`config.mk`:
```
export PLATFORM = sky130hd
export DESIGN_NAME = fft_frame_seq
export DESIGN_NICKNAME = d
export VERILOG_FILES = /design/src/rtl/fft_pkg.sv /design/src/rtl/fft_bf_addr_gen.sv /design/src/rtl/fft_frame_seq.sv
export SDC_FILE = /design/constraint.sdc
export NUM_CORES = 1
export LEC_CHECK = 0
export ABC_AREA = 1
export CORE_MARGIN = 4
export CORE_UTILIZATION = 25
export DETAILED_ROUTE_END_ITERATION = 8
export HOLD_SLACK_MARGIN = 0.12
export PLACE_DENSITY = 0.42
export RECOVER_POWER = 100
export SETUP_SLACK_MARGIN = 0.2
export SLEW_MARGIN = 20
export SYNTH_ARGS = -nofsm -noshare
export SYNTH_HDL_FRONTEND = slang
export SYNTH_SLANG_ARGS = --single-unit
```
`constraint.sdc`:
```
create_clock -name CLK -period 1.75 [get_ports CLK]
set_input_delay 0.175 -clock CLK [delete_from_list [all_inputs] [get_ports CLK]]
set_output_delay 0.175 -clock CLK [all_outputs]
set_load 0.05 [all_outputs]
```
`src/rtl/fft_pkg.sv`:
```
// Shared types, constants and helpers for the 16-point FFT frame sequencer.
package fft_pkg;

  localparam int unsigned NPT          = 16;
  localparam int unsigned LOG2N        = 4;
  localparam int unsigned BF_PER_STAGE = 8;

  typedef enum logic [2:0] {
    IDLE,
    LOAD,
    RUN,
    DRAIN,
    OUT,
    DONE
  } fft_state_t;

  function automatic logic [LOG2N-1:0] bitrev4(input logic [LOG2N-1:0] x);
    return {x[0], x[1], x[2], x[3]};
  endfunction

endpackage

```
`src/rtl/fft_bf_addr_gen.sv`:
```
// Radix-2 DIF butterfly address/twiddle generator: (stage, butterfly) -> operand addresses.
module fft_bf_addr_gen
  import fft_pkg::*;
(
  input  logic [1:0]       stage,
  input  logic [2:0]       bf_idx,
  output logic [LOG2N-1:0] addr_a,
  output logic [LOG2N-1:0] addr_b,
  output logic [2:0]       tw_idx
);

  // half = 8>>s: the group index fills the bits above the half bit, k the bits below,
  // so addr_b is addr_a with the half bit set.
  always_comb begin
    addr_a = '0;
    addr_b = '0;
    tw_idx = '0;
    unique case (stage)
      2'd0: begin
        addr_a = {1'b0, bf_idx};
        addr_b = {1'b1, bf_idx};
        tw_idx = bf_idx;
      end
      2'd1: begin
        addr_a = {bf_idx[2], 1'b0, bf_idx[1:0]};
        addr_b = {bf_idx[2], 1'b1, bf_idx[1:0]};
        tw_idx = {bf_idx[1:0], 1'b0};
      end
      2'd2: begin
        addr_a = {bf_idx[2:1], 1'b0, bf_idx[0]};
        addr_b = {bf_idx[2:1], 1'b1, bf_idx[0]};
        tw_idx = {bf_idx[0], 2'b00};
      end
      default: begin
        addr_a = {bf_idx, 1'b0};
        addr_b = {bf_idx, 1'b1};
        tw_idx = '0;
      end
    endcase
  end

endmodule

```
`src/rtl/fft_frame_seq.sv`:
```
// Frame sequencer: load strobe, 4x8 butterfly schedule with per-stage drain,
// 16 bit-reversed result reads; overrun frames are dropped and counted.
module fft_frame_seq
  import fft_pkg::*;
#(
  parameter int unsigned BF_LAT = 2
) (
  input  logic       CLK,
  input  logic       RST,
  input  logic       stp_valid,
  output logic       load_en,
  output logic       bf_valid,
  output logic [1:0] bf_stage,
  output logic [3:0] bf_addr_a,
  output logic [3:0] bf_addr_b,
  output logic [2:0] bf_tw_idx,
  output logic       rd_en,
  output logic [3:0] rd_addr,
  output logic [3:0] out_idx,
  output logic       busy,
  output logic       frame_done,
  output logic [7:0] drop_cnt
);

  fft_state_t state, nxt_state;
  logic [1:0] stage, nxt_stage;
  logic [3:0] cnt, nxt_cnt;
  logic [7:0] nxt_drop;

  logic [3:0] gen_a, gen_b;
  logic [2:0] gen_tw;

  logic       n_load, n_bf, n_rd, n_busy, n_done;
  logic [1:0] n_stage;
  logic [3:0] n_a, n_b, n_rd_addr, n_out_idx;
  logic [2:0] n_tw;

  // The address generator sees the next-cycle counters so its result lands in the
  // output registers in the same cycle the matching state is entered.
  fft_bf_addr_gen u_addr_gen (
    .stage  (nxt_stage),
    .bf_idx (nxt_cnt[2:0]),
    .addr_a (gen_a),
    .addr_b (gen_b),
    .tw_idx (gen_tw)
  );

  always_comb begin
    nxt_state = state;
    nxt_stage = stage;
    nxt_cnt   = cnt;
    unique case (state)
      IDLE: if (stp_valid) nxt_state = LOAD;
      LOAD: begin
        nxt_state = RUN;
        nxt_stage = '0;
        nxt_cnt   = '0;
      end
      RUN: begin
        if (cnt == 4'(BF_PER_STAGE - 1)) begin
          nxt_state = DRAIN;
          nxt_cnt   = '0;
        end else begin
          nxt_cnt = cnt + 4'd1;
        end
      end
      DRAIN: begin
        if (cnt == 4'(BF_LAT - 1)) begin
          nxt_cnt = '0;
          if (stage == 2'd3) begin
            nxt_state = OUT;
          end else begin
            nxt_state = RUN;
            nxt_stage = stage + 2'd1;
          end
        end else begin
          nxt_cnt = cnt + 4'd1;
        end
      end
      OUT: begin
        if (cnt == 4'(NPT - 1)) begin
          nxt_state = DONE;
          nxt_cnt   = '0;
        end else begin
          nxt_cnt = cnt + 4'd1;
        end
      end
      DONE:    nxt_state = IDLE;
      default: nxt_state = IDLE;
    endcase
  end

  always_comb begin
    nxt_drop = drop_cnt;
    if (stp_valid && (state != IDLE) && (drop_cnt != '1))
      nxt_drop = drop_cnt + 8'd1;
  end

  always_comb begin
    n_load    = (nxt_state == LOAD);
    n_bf      = (nxt_state == RUN);
    n_rd      = (nxt_state == OUT);
    n_done    = (nxt_state == DONE);
    n_busy    = (nxt_state != IDLE);
    n_stage   = n_bf ? nxt_stage : '0;
    n_a       = n_bf ? gen_a : '0;
    n_b       = n_bf ? gen_b : '0;
    n_tw      = n_bf ? gen_tw : '0;
    n_out_idx = n_rd ? nxt_cnt : '0;
    n_rd_addr = n_rd ? bitrev4(nxt_cnt) : '0;
  end

  always_ff @(posedge CLK) begin
    if (RST) begin
      state      <= IDLE;
      stage      <= '0;
      cnt        <= '0;
      drop_cnt   <= '0;
      load_en    <= 1'b0;
      bf_valid   <= 1'b0;
      bf_stage   <= '0;
      bf_addr_a  <= '0;
      bf_addr_b  <= '0;
      bf_tw_idx  <= '0;
      rd_en      <= 1'b0;
      rd_addr    <= '0;
      out_idx    <= '0;
      busy       <= 1'b0;
      frame_done <= 1'b0;
    end else begin
      state      <= nxt_state;
      stage      <= nxt_stage;
      cnt        <= nxt_cnt;
      drop_cnt   <= nxt_drop;
      load_en    <= n_load;
      bf_valid   <= n_bf;
      bf_stage   <= n_stage;
      bf_addr_a  <= n_a;
      bf_addr_b  <= n_b;
      bf_tw_idx  <= n_tw;
      rd_en      <= n_rd;
      rd_addr    <= n_rd_addr;
      out_idx    <= n_out_idx;
      busy       <= n_busy;
      frame_done <= n_done;
    end
  end

endmodule

```
==> impl_metrics.ini <==
[setup_path]
crit_chain = ha_4 > nand2_2 > inv_1 > nand2_4 > buf_4 > buf_4 > a21oi_1 > nand3_1 > nand3_2 > nor2_1
arrival_ps = 1730
critPathLaunchType = flop
worstSetupPathType = reg2reg
cp_max_fo = 3
cp_slowest_cell = dfxtp_4
cp.required_ps = 1910
cp_num_buf_inv = 3
crit_top_cell = buf_4
endpoint_kind = flop
cpLargestDelayFamily = buffers and inverters
max_stage_delay_ps = 380

[cts]
clock_sinks = 39
cts-htree-levels = 2
insertion_delay_ps = 290
numCtsBuffers = 5
clockBufferDepth = 2
postCtsHoldBufs = 0
cts-root-buf = clkbuf_8
cts_tree = yes
path_clk_slew_ps = 70

[logic_synthesis]
syn_area_per_cell_um2 = 7.51
yosysUniqueCellTypes = 28
syn-num-nets = 241
synth_cells = 235
mappedNetlistArea_um2 = 1760
ys_warn_count = 0
yosys_register_bits = 39
synth_seq_area_share_pct = 44.3

[sta]
rsz0062_at_grt = yes
finalHoldViolCount = 0
tightest_slew_ps = 591
report.final.slew_viol_count = 0
tns_ps = 0
fin_crit_ps = 1570
clock_skew_ps = 7.04
post-route-period-util_pct = 89.8
hold_ws_ps = 464
layout_setup_ws_ps = 179
setup_viol = 0
slew-limit-headroom_pct = 60.8
max_clock_freq_mhz = 637

[drt]
wl_per_cell_um = 11.9
ant_nets = 0
viasPerCell = 4.17
drt_iter0_markers = 51
route.detailed.drc = 0
num_vias = 1609
firstDrtPassIters = 4
routed_wl_um = 4600

[place]
io_buffers = 36
place_ws_ps = 75.3
finalWeightedCongestion = 0.752
place_hpwl_um = 3300

[cells_and_area]
area_growth_pct = 45.6
drive_gt1_share_pct = 30.3
fin_nets = 296
post-route-util_pct = 37.6
n_fill_cell = 739
antennaDiodeCount = 0

[floorplanning]
boundaryPins = 37
die_area_um2 = 8460
start_util_pct = 25.8
core_area_um2 = 6830
die_w_um = 92.0
fp-row-count = 30
die_height_um = 92.0

[pwr]
p_per_area_nw_per_um2 = 705
ir_drop_v = 0.000448
p_leak_nw = 1.21
fin_total_pwr_mw = 1.81

[status]
status = finished clean

[global_routing]
antenna_found_initial = 0
grt_pass1_vias = 1525
overflow = 0
grt_max_degree = 12
grt_pass1_wl_um = 7090
track_usage_pct = 10.5

[flow_run]
maxCapViolCount = 0

[min_path]
holdCritPathClass = reg2reg
-- metrics by stage --
step                cells  instance area (um2)
finish                386                 2570
floorplan             235                 1780
global route          386                 2570
CTS                   377                 2390
global placement      366                 2250
detailed placement    366                 2250
-- state kept, by name, indices dropped and copies added, names as in the netlist, 2 cells and up --
name,flops
stage,2
bf_addr_b,4
state,3
rd_addr,3
bf_tw_idx,3
drop_cnt,8
cnt,4
bf_stage,2
bf_addr_a,4
-- cells by family after synthesis --
kind of cell,after synthesis,synth area share [%]
xor gates and xnor gates,1,0.497
AOI/OAI and AO/OA,25,8.16
and+or+nand+nor,126,35.2
buffers and inverters,41,9.72
adders and majority gates,3,2.13
DFF,39,44.3
-- cell type report --
type,instances,area [um2],area share [%]
flip-flops and latches,39,810,31.5
well taps,96,120,4.68
repair buffers,53,432,16.8
multi-input cells,155,980,38.1
clock buffers,6,82.6,3.21
clock inverters,1,5.00,0.195
inverters,36,140,5.46
-- worst paths after layout --
check	startpoint	end	slack [ps]	depth (start not counted)
setup / recovery	cnt[1]	cnt[3]	180	10
hold / removal	drop_cnt[4]	drop_cnt[4]	460	2
setup reg to reg	cnt[1]	cnt[3]	180	10
hold reg to reg	drop_cnt[4]	drop_cnt[4]	460	2
-- where the power goes --
part / total, mW / internal [mW] / switching [mW]
clock: 0.621 / 0.309 / 0.312
combinational: 0.264 / 0.0856 / 0.179
sequential: 0.925 / 0.905 / 0.0201
-- per-layer routing --
| layer | wire length, um | global-route usage (%) | vias up |
|---|---|---|---|
| met1 | 2170 | 13.7 | 732 |
| met5 | 0 | 0 | - |
| met2 | 2200 | 16.5 | 24 |
| li1 | - | - | 847 |
| met4 | 65 | 3.96 | 0 |
| met3 | 166 | 2.95 | 6 |
-- cell usage after synthesis --
library cell | n | area [um2]
a21boi_1 | 1 | 7.51
a21oi_1 | 13 | 65.1
and3_1 | 1 | 6.26
buf_4 | 4 | 30.0
clkbuf_1 | 1 | 3.75
clkinv_1 | 1 | 3.75
dfxtp_1 | 39 | 781
ha_1 | 3 | 37.5
inv_1 | 30 | 113
inv_2 | 4 | 15.0
inv_4 | 1 | 6.26
nand2_1 | 54 | 203
nand2_2 | 1 | 6.26
nand3_1 | 16 | 80.1
nand3_2 | 2 | 20.0
nand3_4 | 2 | 35.0
nand4_1 | 6 | 37.5
nor2_1 | 33 | 124
nor2_2 | 3 | 18.8
nor2_4 | 4 | 45.0
nor3_2 | 3 | 30.0
nor3_4 | 1 | 16.3
o211ai_1 | 1 | 7.51
o21ai_0 | 5 | 25.0
o21ai_1 | 3 | 15.0
o21ai_4 | 1 | 16.3
o21bai_1 | 1 | 7.51
xnor2_1 | 1 | 8.76
-- cell usage in the layout (no fill, tap or decap), drive strengths merged, types with 2 or more instances in the layout --
cell         count
clkbuf          10
o21ai            9
nand3           20
clkinv           2
dfxtp           39
inv             35
ha               3
buf             15
nand4            6
nor3             4
a21oi           13
nor2            40
nand2           55
dlygate4sd2     32
-- tightest hold or removal path, stage by stage, from the launching register on --
cell and delay [ps]:
dfxtp_1 320, inv_1 50, a21oi_1 50
-- what timing repair did --
item | CTS | global route
pin swaps | 7 | 24
gates resized for setup | 52 | 48
endpoints found under the setup margin | 51 | 26
setup buffers | 4 | 9
No activity file was read; power rests on OpenSTA's default activity.
